[src/rtl/divisor_ula.sv]
// Multi-cycle 8-bit unsigned restoring divider that borrows the datapath ALU's
// subtract mode and borrow flag to resolve one quotient bit per clock.
module divisor_ula (
  input  logic       clk,
  input  logic       rst_n,
  input  logic       inicio,
  input  logic [7:0] dividendo,
  input  logic [7:0] divisor,
  output logic       ocupado,
  output logic       pronto,
  output logic [7:0] quociente,
  output logic [7:0] resto,
  output logic       div_zero,
  output logic       controle_ula,
  output logic [7:0] ula_a,
  output logic [7:0] ula_b,
  input  logic [7:0] saida_ula,
  input  logic       zero,
  input  logic       negativo
);

  typedef enum logic [1:0] {OCIOSO, CALC, FIM} state_t;

  state_t     state;
  logic [7:0] d_reg;
  logic [7:0] r_reg;
  logic [7:0] v_reg;
  logic [2:0] cont;

  logic [7:0] shifted;
  logic [7:0] r_next;
  logic [7:0] d_next;
  logic       qbit;
  logic       unused_zero;

  assign unused_zero = zero;

  // Partial remainder stays below 128 before each shift, so dropping r_reg[7] loses nothing.
  assign shifted = {r_reg[6:0], d_reg[7]};
  assign qbit    = ~negativo;
  assign r_next  = negativo ? shifted : saida_ula;
  assign d_next  = {d_reg[6:0], qbit};

  always_comb begin
    controle_ula = 1'b0;
    ula_a        = 8'd0;
    ula_b        = 8'd0;
    if (state == CALC) begin
      controle_ula = 1'b1;
      ula_a        = shifted;
      ula_b        = v_reg;
    end
  end

  always_ff @(posedge clk or negedge rst_n) begin
    if (!rst_n) begin
      state     <= OCIOSO;
      ocupado   <= 1'b0;
      pronto    <= 1'b0;
      div_zero  <= 1'b0;
      quociente <= 8'd0;
      resto     <= 8'd0;
      d_reg     <= 8'd0;
      r_reg     <= 8'd0;
      v_reg     <= 8'd0;
      cont      <= 3'd0;
    end else begin
      pronto <= 1'b0;
      case (state)
        OCIOSO: begin
          if (inicio) begin
            ocupado <= 1'b1;
            if (divisor == 8'd0) begin
              quociente <= 8'hFF;
              resto     <= dividendo;
              div_zero  <= 1'b1;
              pronto    <= 1'b1;
              state     <= FIM;
            end else begin
              d_reg <= dividendo;
              v_reg <= divisor;
              r_reg <= 8'd0;
              cont  <= 3'd0;
              state <= CALC;
            end
          end
        end
        CALC: begin
          d_reg <= d_next;
          r_reg <= r_next;
          cont  <= cont + 3'd1;
          if (cont == 3'd7) begin
            quociente <= d_next;
            resto     <= r_next;
            div_zero  <= 1'b0;
            pronto    <= 1'b1;
            state     <= FIM;
          end
        end
        FIM: begin
          ocupado <= 1'b0;
          state   <= OCIOSO;
        end
        default: begin
          ocupado <= 1'b0;
          state   <= OCIOSO;
        end
      endcase
    end
  end

endmodule

[config.mk]
export PLATFORM = sky130hd
export DESIGN_NAME = divisor_ula
export DESIGN_NICKNAME = d
export VERILOG_FILES = /design/src/rtl/divisor_ula.sv
export SDC_FILE = /design/constraint.sdc
export NUM_CORES = 1
export LEC_CHECK = 0
export CAP_MARGIN = 20
export CORE_ASPECT_RATIO = 0.5
export CORE_UTILIZATION = 35
export DETAILED_ROUTE_END_ITERATION = 6
export SYNTH_ARGS = -nofsm -noshare
export SYNTH_HDL_FRONTEND = slang
export SYNTH_SLANG_ARGS = --single-unit
[constraint.sdc]
create_clock -name clk -period 2.4 [get_ports clk]
set_clock_uncertainty 0.15 [all_clocks]
set_input_delay 0.24 -clock clk [delete_from_list [all_inputs] [get_ports clk]]
set_output_delay 0.24 -clock clk [all_outputs]
set_load 0.005 [all_outputs]
==> results of run 1 <==
-- what timing repair did --
action                    4_1_cts  5_1_grt
resized for setup               0        0
buffers inserted                0        0
hold endpoints to repair       24        0
hold buffers                    1        0
-- how the worst max path moves through the flow --
stage / end / from / slack [ns] / cells after the start
after floorplan: v_reg[0]$_DFFE_PN0P_ / state[1]$_DFFE_PN0P_ / 0.65 / 4
after global placement: quociente[2]$_DFFE_PN0P_ / divisor[5] / 0.30 / 6
after detailed placement: quociente[7]$_DFFE_PN0P_ / divisor[5] / 0.26 / 6
after CTS: ula_a[7] / state[1]$_DFFE_PN0P_ / 0.11 / 5
after global routing: ula_a[3] / state[1]$_DFFE_PN0P_ / 0.003 / 5
final: ula_a[7] / state[1]$_DFFE_PN0P_ / 0.14 / 5
-- tightest hold or removal path: cells and delay by family, from the launching register on --
| family | cells | cell delay [ns] |
|---|---|---|
| simple gates | 1 | 0.05 |
| flops | 1 | 0.34 |
| compound gates | 1 | 0.06 |
-- logic make-up (layout without fill, tap and decap cells) --
| kind of cell | Yosys count | count (layout) |
|---|---|---|
| and+or+nand+nor | 74 | 74 |
| adders and majority gates | 2 | 2 |
| muxes | 17 | 17 |
| AOI/OAI and AO/OA | 49 | 49 |
| buffers and inverters | 26 | 92 |
| DFF | 47 | 47 |
-- layout make-up --
class	instances	share of cell area
clock buffer	6	0.0450
clock inverter	1	0.00162
inverter	11	0.0134
multi-input combinational	142	0.295
sequential	47	0.381
tap	84	0.0340
timing repair buffer	74	0.230
-- layer usage --
| layer | share of wire | global-route usage | vias up |
|---|---|---|---|
| met1 | 0.50 | 0.240 | 830 |
| li1 | - | - | 866 |
| met5 | 0 | 0 | - |
| met4 | 0.0028 | 0.0445 | 0 |
| met2 | 0.46 | 0.251 | 37 |
| met3 | 0.036 | 0.0366 | 2 |
-- power by group through the flow --
stage,Sequential [W],Clock [W],Combinational (W)
2_1_floorplan,0.00137,0,0.000932
3_3_place_gp,0.00140,0,0.00175
3_5_place_dp,0.00141,0,0.00178
4_1_cts,0.00140,0.000695,0.00179
5_1_grt,0.00144,0.000735,0.00197
6_report,0.00139,0.000676,0.00176
-- synth_stat cells, drive strengths merged, types with 5 or more instances --
| cell type | n | area (sq um) |
|---|---|---|
| mux2 | 8 | 90.1 |
| buf | 5 | 31.3 |
| dfrtp | 47 | 1180 |
| mux2i | 9 | 90.1 |
| nand2 | 33 | 124 |
| o21a | 7 | 52.6 |
| and2 | 16 | 100 |
| a21oi | 13 | 72.6 |
| nor3 | 15 | 75.1 |
| inv | 11 | 41.3 |
| o22ai | 7 | 43.8 |
| a31oi | 9 | 68.8 |
| o21ai | 11 | 55.1 |
| clkbuf | 10 | 38.8 |
-- metrics by stage --
step / instances / util / hold slack [ns]
finish: 365 / 0.537 / 0.337
detailed placement: 357 / 0.510 / 0.137
global placement: 357 / 0.510 / 0.127
CTS: 365 / 0.537 / 0.345
global route: 365 / 0.537 / 0.367
floorplan: 215 / - / -0.206
-- placed cells by master, fill, tap and decap left out, types with 9 or more instances in the layout --
cell             synthesis  layout
buf_4                    0      10
o21ai_0                 11      11
and2_1                  16      16
a21oi_1                 11      11
dfrtp_1                 47      47
mux2i_1                  9       9
inv_1                   11      11
nand2_1                 33      33
clkdlybuf4s50_1          0      62
nor3_1                  15      15
==> reports/metrics.cfg, run 1 <==
[critical_path]
cpPeakStageDelay_ns = 0.50
endpoint_kind = primary output
path_cells = nand2b_1 > inv_1 > buf_4 > and2_1 > clkdlybuf4s50_1
timing.rr.end = quociente[7]$_DFFE_PN0P_
critical_path_arrival_ns = 1.87
ff2ff_setup_slack_ns = 0.59
critical_path_class = reg -> out
rr_startpoint = cont[0]$_DFFE_PN0P_
worstPathRequired_ns = 2.01
critPathTopFamily = buffers and inverters
path_max_fanout = 28
cpMaxStageDelayCell = clkdlybuf4s50_1
ff2ff_path_depth = 6
start_kind = flop
cp.buffers_inverters = 3

[logic_synthesis]
ys_warn_count = 0
synth_edf_count = 0
synth_compound_area_frac = 0.144
synth_fp_nets = 246
synthXorXnorAreaFrac = 0
syn_area_sq_um = 2200
syn_inst = 215
synth_cell_types = 28
synth_mux_area_frac = 0.0820
synth_ff_type = dfrtp_1
ys_seq_area_frac = 0.535
async_reset_ff_frac = 1.00
yosys_register_bits = 47
synth_adder_area_share = 0.0114
syn_area_per_cell_sq_um = 10.2
synth_simple_gate_area_frac = 0.177
synth_top_family_by_area = simple AND/OR/NAND/NOR gates

[final_layout]
multi_input_area_sq_um = 910
stdcell_area_sq_um = 3090
seq_area_sq_um = 1180
nFillCells = 545
antennaDiodeCount = 0
fin_nets = 312
area_growth_pct = 40.5
drive_gt1_frac = 0.121

[power]
clkPwrFrac = 0.177
power.switching_w = 0.00124
p_int_w = 0.00259
netSwitchingFraction = 0.325
ir_worst_vdd_v = 0.000499
combinationalPowerShare = 0.460
finalPower_w = 0.00383
p_per_area_nw_per_um2 = 1240
p_leak_nw = 1.33
seqPwrFrac = 0.363

[floorplan]
die_x_um = 114
core.rowCount = 19
dieArea_sq_um = 6620
fp.coreArea_sq_um = 5750
initial_core_util = 0.382
pin_count = 65
die_height_um = 58.0

[routing]
ant_nets = 0
drt_iter0_drc = 74
vias_per_cell = 4.75
drtPass1Iterations = 4
vias = 1735
wire_per_inst_um = 13.7
route.detailed.drc = 0
wirelength_um = 4990

[worst_hold_path]
hold_path_end = resto[2]$_DFFE_PN0P_
min_from = resto[2]$_DFFE_PN0P_
min_path_cells = 2
min_path_type = reg -> reg

[outcome]
outcome = finished clean

[sta]
slew_viol_final = 0
fin_setup_tns_ns = 0
min_period_over_period = 0.942
final.setup.worst_slack_ns = 0.140
min_period_ns = 2.26
max_slew_margin = 0.607
rsz0062_at_grt = no
hold_viol_final = 0
setup_viol = 0
fmax_mhz = 443
worst_slew_pin_slew_ns = 0.589

[grt]
antenna_found_initial = 0
grt_pass1_wl_um = 8380
gr-total-overflow = 0
grt_pass1_vias = 1706
grt_max_degree = 44
grt_use_total = 0.165

[placement]
io_buffers = 63
dpl.hpwl_um = 3670
place_ws_ns = 0.258
gp_congestion = 0.745
dpl_cell_area_sq_um = 2930

[flow_run]
cap_viol_max_count = 0

[clocking]
cts.clk_slew.worst_paths_ns = 0.06
cts_tree = built
clockRootBuffer = clkbuf_16
clk_latency_ns = 0.28
numCtsBuffers = 5
clockBufferDepth = 2
h-tree-depth = 2
clkSinkCount = 47

(Power assumes the default switching activity.)
==> run 2, diff against run 1 <==
CORE_ASPECT_RATIO = 0.8   (was 0.5)
DONT_BUFFER_PORTS = 1   (was unset)
==> run 2 against run 1 <==
Final area fell by 19%; worst hold slack lost 0.32 ns; maximum frequency rose by 12%; critical path depth is 1 lower; critical path type is now reg -> reg; largest cell class unchanged; largest power group is now sequential cells.
==> reports/metrics.cfg, run 2 (same netlist as run 1, synthesis figures left out) <==
[clocking]
clockRootBuffer = clkbuf_8
clk_latency_ns = 0.30
numCtsBuffers = 5
clkSinkCount = 47
cts_tree = built
cts.clk_slew.worst_paths_ns = 0.09
postCtsSetupBuffers = 0
h-tree-depth = 2
clockBufferDepth = 2

[critical_path]
critical_path_class = reg -> reg
worstPathRequired_ns = 2.42
cp.buffers_inverters = 0
path_cells = nand2b_1 > a21oi_2 > or2_1 > a31oi_1
critical_path_arrival_ns = 2.03
ff2ff_path_depth = 4
cpPeakStageDelay_ns = 0.61
start_kind = flop
cpMaxStageDelayCell = a21oi_2
ff2ff_setup_slack_ns = 0.39
critPathTopFamily = compound AO/OA/AOI/OAI gates
timing.rr.end = d_reg[4]$_DFFE_PN0P_
endpoint_kind = flop
path_max_fanout = 18
rr_startpoint = state[1]$_DFFE_PN0P_

[routing]
vias = 1532
drt_iter0_drc = 70
drtPass1Iterations = 4
route.detailed.drc = 0
wire_per_inst_um = 15.8
wirelength_um = 4850
vias_per_cell = 4.99
ant_nets = 0

[floorplan]
fp.coreArea_sq_um = 5970
dieArea_sq_um = 6600
die_x_um = 90.6
initial_core_util = 0.368
die_height_um = 72.9
pin_count = 65
core.rowCount = 25

[sta]
fmax_mhz = 497
rsz0062_at_grt = no
worst_slew_pin_slew_ns = 0.819
fin_setup_tns_ns = 0
max_slew_margin = 0.454
hold_viol_final = 0
min_period_ns = 2.01
setup_viol = 0
min_period_over_period = 0.839
fin_hold_ws_ns = 0.0130
slew_viol_final = 0

[worst_hold_path]
min_from = dividendo[2]
hold_path_end = d_reg[2]$_DFFE_PN0P_
min_path_cells = 2
min_path_type = in -> reg

[final_layout]
mostFrequentLayoutCells = dfrtp_1, nand2_1, and2_1
fin_nets = 256
area_growth_pct = 14.2
layout.cells.most_common = dfrtp_1
antennaDiodeCount = 0
nFillCells = 618
drive_gt1_frac = 0.128

[grt]
antenna_found_initial = 0
grt_pass1_vias = 1504
grt_use_total = 0.157
grt_max_degree = 48
grt_pass1_wl_um = 7940
gr-total-overflow = 0

[outcome]
outcome = finished clean

[power]
p_leak_nw = 1.09
ir_worst_vdd_v = 0.000383
p_per_area_nw_per_um2 = 1220

[flow_run]
cap_viol_max_count = 0

[placement]
io_buffers = 0
gp_congestion = 0.673
dpl.hpwl_um = 3300

-- run 2: cell types whose count changed in the layout (fill, tap and decap cells not counted), sizes merged --
cell,change
clkbuf,-1
inv,+1
dlygate4sd3,+12
clkinvlp,+2
clkinv,-1
buf,-6
clkdlybuf4s50,-62
-- run 2: through the flow --
| step | utilization | total power (W) | setup slack (ns) | area, sq um | cells |
|---|---|---|---|---|---|
| finish | 0.420 | 0.00306 | 0.386 | 2510 | 307 |
| global route | 0.420 | 0.00332 | 0.298 | 2510 | 307 |
| CTS | 0.420 | 0.00310 | 0.366 | 2510 | 307 |
| detailed placement | 0.378 | 0.00255 | 0.386 | 2260 | 285 |
| global placement | 0.378 | 0.00252 | 0.388 | 2260 | 285 |
| floorplan | - | 0.00230 | 0.651 | 2200 | 215 |
-- run 2: worst max path at each step --
stage / slack [ns] / startpoint / end / depth (start not counted)
6_report: 0.39 / state[1]$_DFFE_PN0P_ / d_reg[4]$_DFFE_PN0P_ / 4
3_3_place_gp: 0.39 / state[1]$_DFFE_PN0P_ / d_reg[3]$_DFFE_PN0P_ / 4
5_1_grt: 0.30 / state[1]$_DFFE_PN0P_ / d_reg[7]$_DFFE_PN0P_ / 4
2_1_floorplan: 0.65 / state[1]$_DFFE_PN0P_ / v_reg[0]$_DFFE_PN0P_ / 4
4_1_cts: 0.37 / state[1]$_DFFE_PN0P_ / d_reg[4]$_DFFE_PN0P_ / 4
3_5_place_dp: 0.39 / state[1]$_DFFE_PN0P_ / d_reg[4]$_DFFE_PN0P_ / 4
-- run 2: metal layers --
layer	part of all wire	track usage
met1	0.48	0.229
met2	0.44	0.221
met3	0.070	0.0521
met4	0.0056	0.0430
met5	0	0
-- run 2: cell type report --
cell class              count  area, sq um  share of cell area
clock buffers               5         68.8              0.0274
clock inverters             3         23.8             0.00948
inverters                  11         41.3              0.0165
multi-input cells         142          910               0.363
flip-flops and latches     47         1180               0.469
well taps                  81          101              0.0404
repair buffers             18          188              0.0748
-- run 2: power by group --
part	total, W	switching [W]	leakage [nW]	internal, W
Combinational	0.00113	0.000642	0.493	0.000490
Sequential	0.00143	0.000263	0.560	0.00117
Clock	0.000490	0.000282	0.0408	0.000209
Total	0.00306	0.00119	1.09	0.00187
-- run 2: what timing repair did --
item | in CTS | in global routing
hold endpoints to repair | 59 | 0
hold buffers | 14 | 0
gates resized for setup | 0 | 0
==> run 3, diff against run 2 <==
clock period = 1.9 ns   (was 2.4 ns; I/O delays follow)
==> run 3 against run 2 <==
Clock power rose by 35%; die area did not move; first-iteration DRC count rose by 59%; count of clock-buffer cells in the layout rose by 3; largest power group unchanged; global-route usage rose by 0.73 points; non-clock buffer count rose by 11; critical path depth rose by 1; register-to-register slack got worse by 0.30 ns; wire length rose by 4.0%; sequential share of layout area fell by 2.1 points; cell count rose by 3.6%.
==> reports/metrics.cfg, run 3 (same netlist as run 1, synthesis figures left out) <==
[outcome]
outcome = finished clean

[floorplan]
pin_count = 65
initial_core_util = 0.368
die_x_um = 90.6
dieArea_sq_um = 6600
core.rowCount = 25
fp.coreArea_sq_um = 5970
die_height_um = 72.9

[sta]
min_period_over_period = 0.954
rsz0062_at_grt = no
hold_viol_final = 0
setup_viol = 0
fin_setup_tns_ns = 0
min_period_ns = 1.81
fmax_mhz = 552
worst_slew_pin_slew_ns = 0.419
max_slew_margin = 0.721
slew_viol_final = 0

[final_layout]
multi_input_area_sq_um = 910
layout.cells.most_common = dfrtp_1
fin_nets = 267
seq_area_sq_um = 1180
area_growth_pct = 19.6
antennaDiodeCount = 0
mostFrequentLayoutCells = dfrtp_1, nand2_1, dlygate4sd3_1
nFillCells = 575
stdcell_area_sq_um = 2630
drive_gt1_frac = 0.139

[placement]
gp_congestion = 0.689
dpl_cell_area_sq_um = 2300
io_buffers = 0
dpl.hpwl_um = 3390

[routing]
wirelength_um = 5050
route.detailed.drc = 0
vias = 1598
ant_nets = 0
vias_per_cell = 5.03
drtPass1Iterations = 4
wire_per_inst_um = 15.9
drt_iter0_drc = 111

[grt]
grt_max_degree = 48
grt_use_total = 0.164
antenna_found_initial = 0
gr-total-overflow = 0
grt_pass1_vias = 1599
grt_pass1_wl_um = 8290

[worst_hold_path]
min_path_cells = 2
min_path_type = in -> reg
hold_path_end = r_reg[6]$_DFFE_PN0P_
min_from = negativo

[critical_path]
cpMaxStageDelayCell = dfrtp_1
endpoint_kind = flop
path_cells = nand2b_1 > or2_2 > a21oi_2 > buf_4 > mux2_2
start_kind = flop
ff2ff_path_depth = 5
critical_path_class = reg -> reg
ff2ff_setup_slack_ns = 0.09
critical_path_arrival_ns = 1.85
startpoint = state[1]$_DFFE_PN0P_
path_max_fanout = 5
critPathTopFamily = simple AND/OR/NAND/NOR gates
timing.rr.end = v_reg[4]$_DFFE_PN0P_
rr_startpoint = state[1]$_DFFE_PN0P_
worstPathRequired_ns = 1.94
cp.buffers_inverters = 1
cpPeakStageDelay_ns = 0.40

[clocking]
clk_latency_ns = 0.30
clockRootBuffer = clkbuf_8
postCtsSetupBuffers = 0
numCtsBuffers = 5
clockBufferDepth = 2
clkSinkCount = 47
cts.clk_slew.worst_paths_ns = 0.09
h-tree-depth = 2
cts_tree = built

[flow_run]
cap_viol_max_count = 0

[power]
combinationalPowerShare = 0.377
p_per_area_nw_per_um2 = 1510
seqPwrFrac = 0.456
p_leak_nw = 1.16
ir_worst_vdd_v = 0.000660
power.switching_w = 0.00149
clkPwrFrac = 0.167
netSwitchingFraction = 0.375
p_int_w = 0.00248

## run 3: cell count changes in the layout (fill, tap and decap cells not counted)
cell | before | now
clkbuf_1 | 0 | 1
clkbuf_8 | 5 | 7
buf_12 | 0 | 1
inv_1 | 11 | 10
buf_4 | 4 | 7
inv_2 | 0 | 1
dlygate4sd3_1 | 13 | 20
clkinvlp_4 | 2 | 0
inv_6 | 1 | 0
## run 3: worst max-delay path by stage
stage / end / slack (ns) / cells after the start
3_5_place_dp: v_reg[4]$_DFFE_PN0P_ / 0.11 / 5
2_1_floorplan: v_reg[0]$_DFFE_PN0P_ / 0.15 / 4
5_1_grt: v_reg[5]$_DFFE_PN0P_ / 0.01 / 5
3_3_place_gp: v_reg[4]$_DFFE_PN0P_ / 0.12 / 5
4_1_cts: ula_a[0] / 0.02 / 4
6_report: v_reg[4]$_DFFE_PN0P_ / 0.09 / 5
## run 3: per-stage QoR
| stage | hold slack, ns | power, W | worst slack, ns | utilization | std cells |
|---|---|---|---|---|---|
| after floorplan | -0.256 | 0.00291 | 0.151 | - | 215 |
| after global placement | -0.255 | 0.00323 | 0.118 | 0.385 | 289 |
| after detailed placement | -0.255 | 0.00327 | 0.112 | 0.385 | 289 |
| after CTS | 0.000786 | 0.00400 | 0.0237 | 0.440 | 318 |
| after global routing | 0.0130 | 0.00428 | 0.0143 | 0.440 | 318 |
| final | 0.00846 | 0.00397 | 0.0876 | 0.440 | 318 |
## run 3: power groups by stage
stage               registers, W  logic, W  clock network [W]
CTS                      0.00181   0.00151           0.000682
detailed placement       0.00182   0.00144                  0
finish                   0.00181   0.00150           0.000663
global route             0.00187   0.00170           0.000715
global placement         0.00183   0.00140                  0
floorplan                0.00173   0.00118                  0
## run 3: final cells by class
class                   count  share of cell area
clock buffers               8              0.0381
inverters                  11              0.0157
multi-input cells         142               0.346
flip-flops and latches     47               0.447
well taps                  81              0.0386
repair buffers             29               0.114
## run 3: worst register-to-register path, stage by stage, from the launching register on
cell and delay, ns:
dfrtp_1 0.40, nand2b_1 0.17, or2_2 0.30, a21oi_2 0.17, buf_4 0.18, mux2_2 0.33
## run 3: repair_timing
action	4_1_cts	5_1_grt
setup endpoints to repair	0	1
hold buffers	21	0
hold endpoints to repair	67	0
resized for setup	0	1
## run 3: metal layers
layer,vias up,global-route usage,share of wire
met2,46,0.240,0.44
li1,778,-,-
met3,7,0.0573,0.073
met1,767,0.228,0.48
met4,0,0.0538,0.012
met5,-,0,0
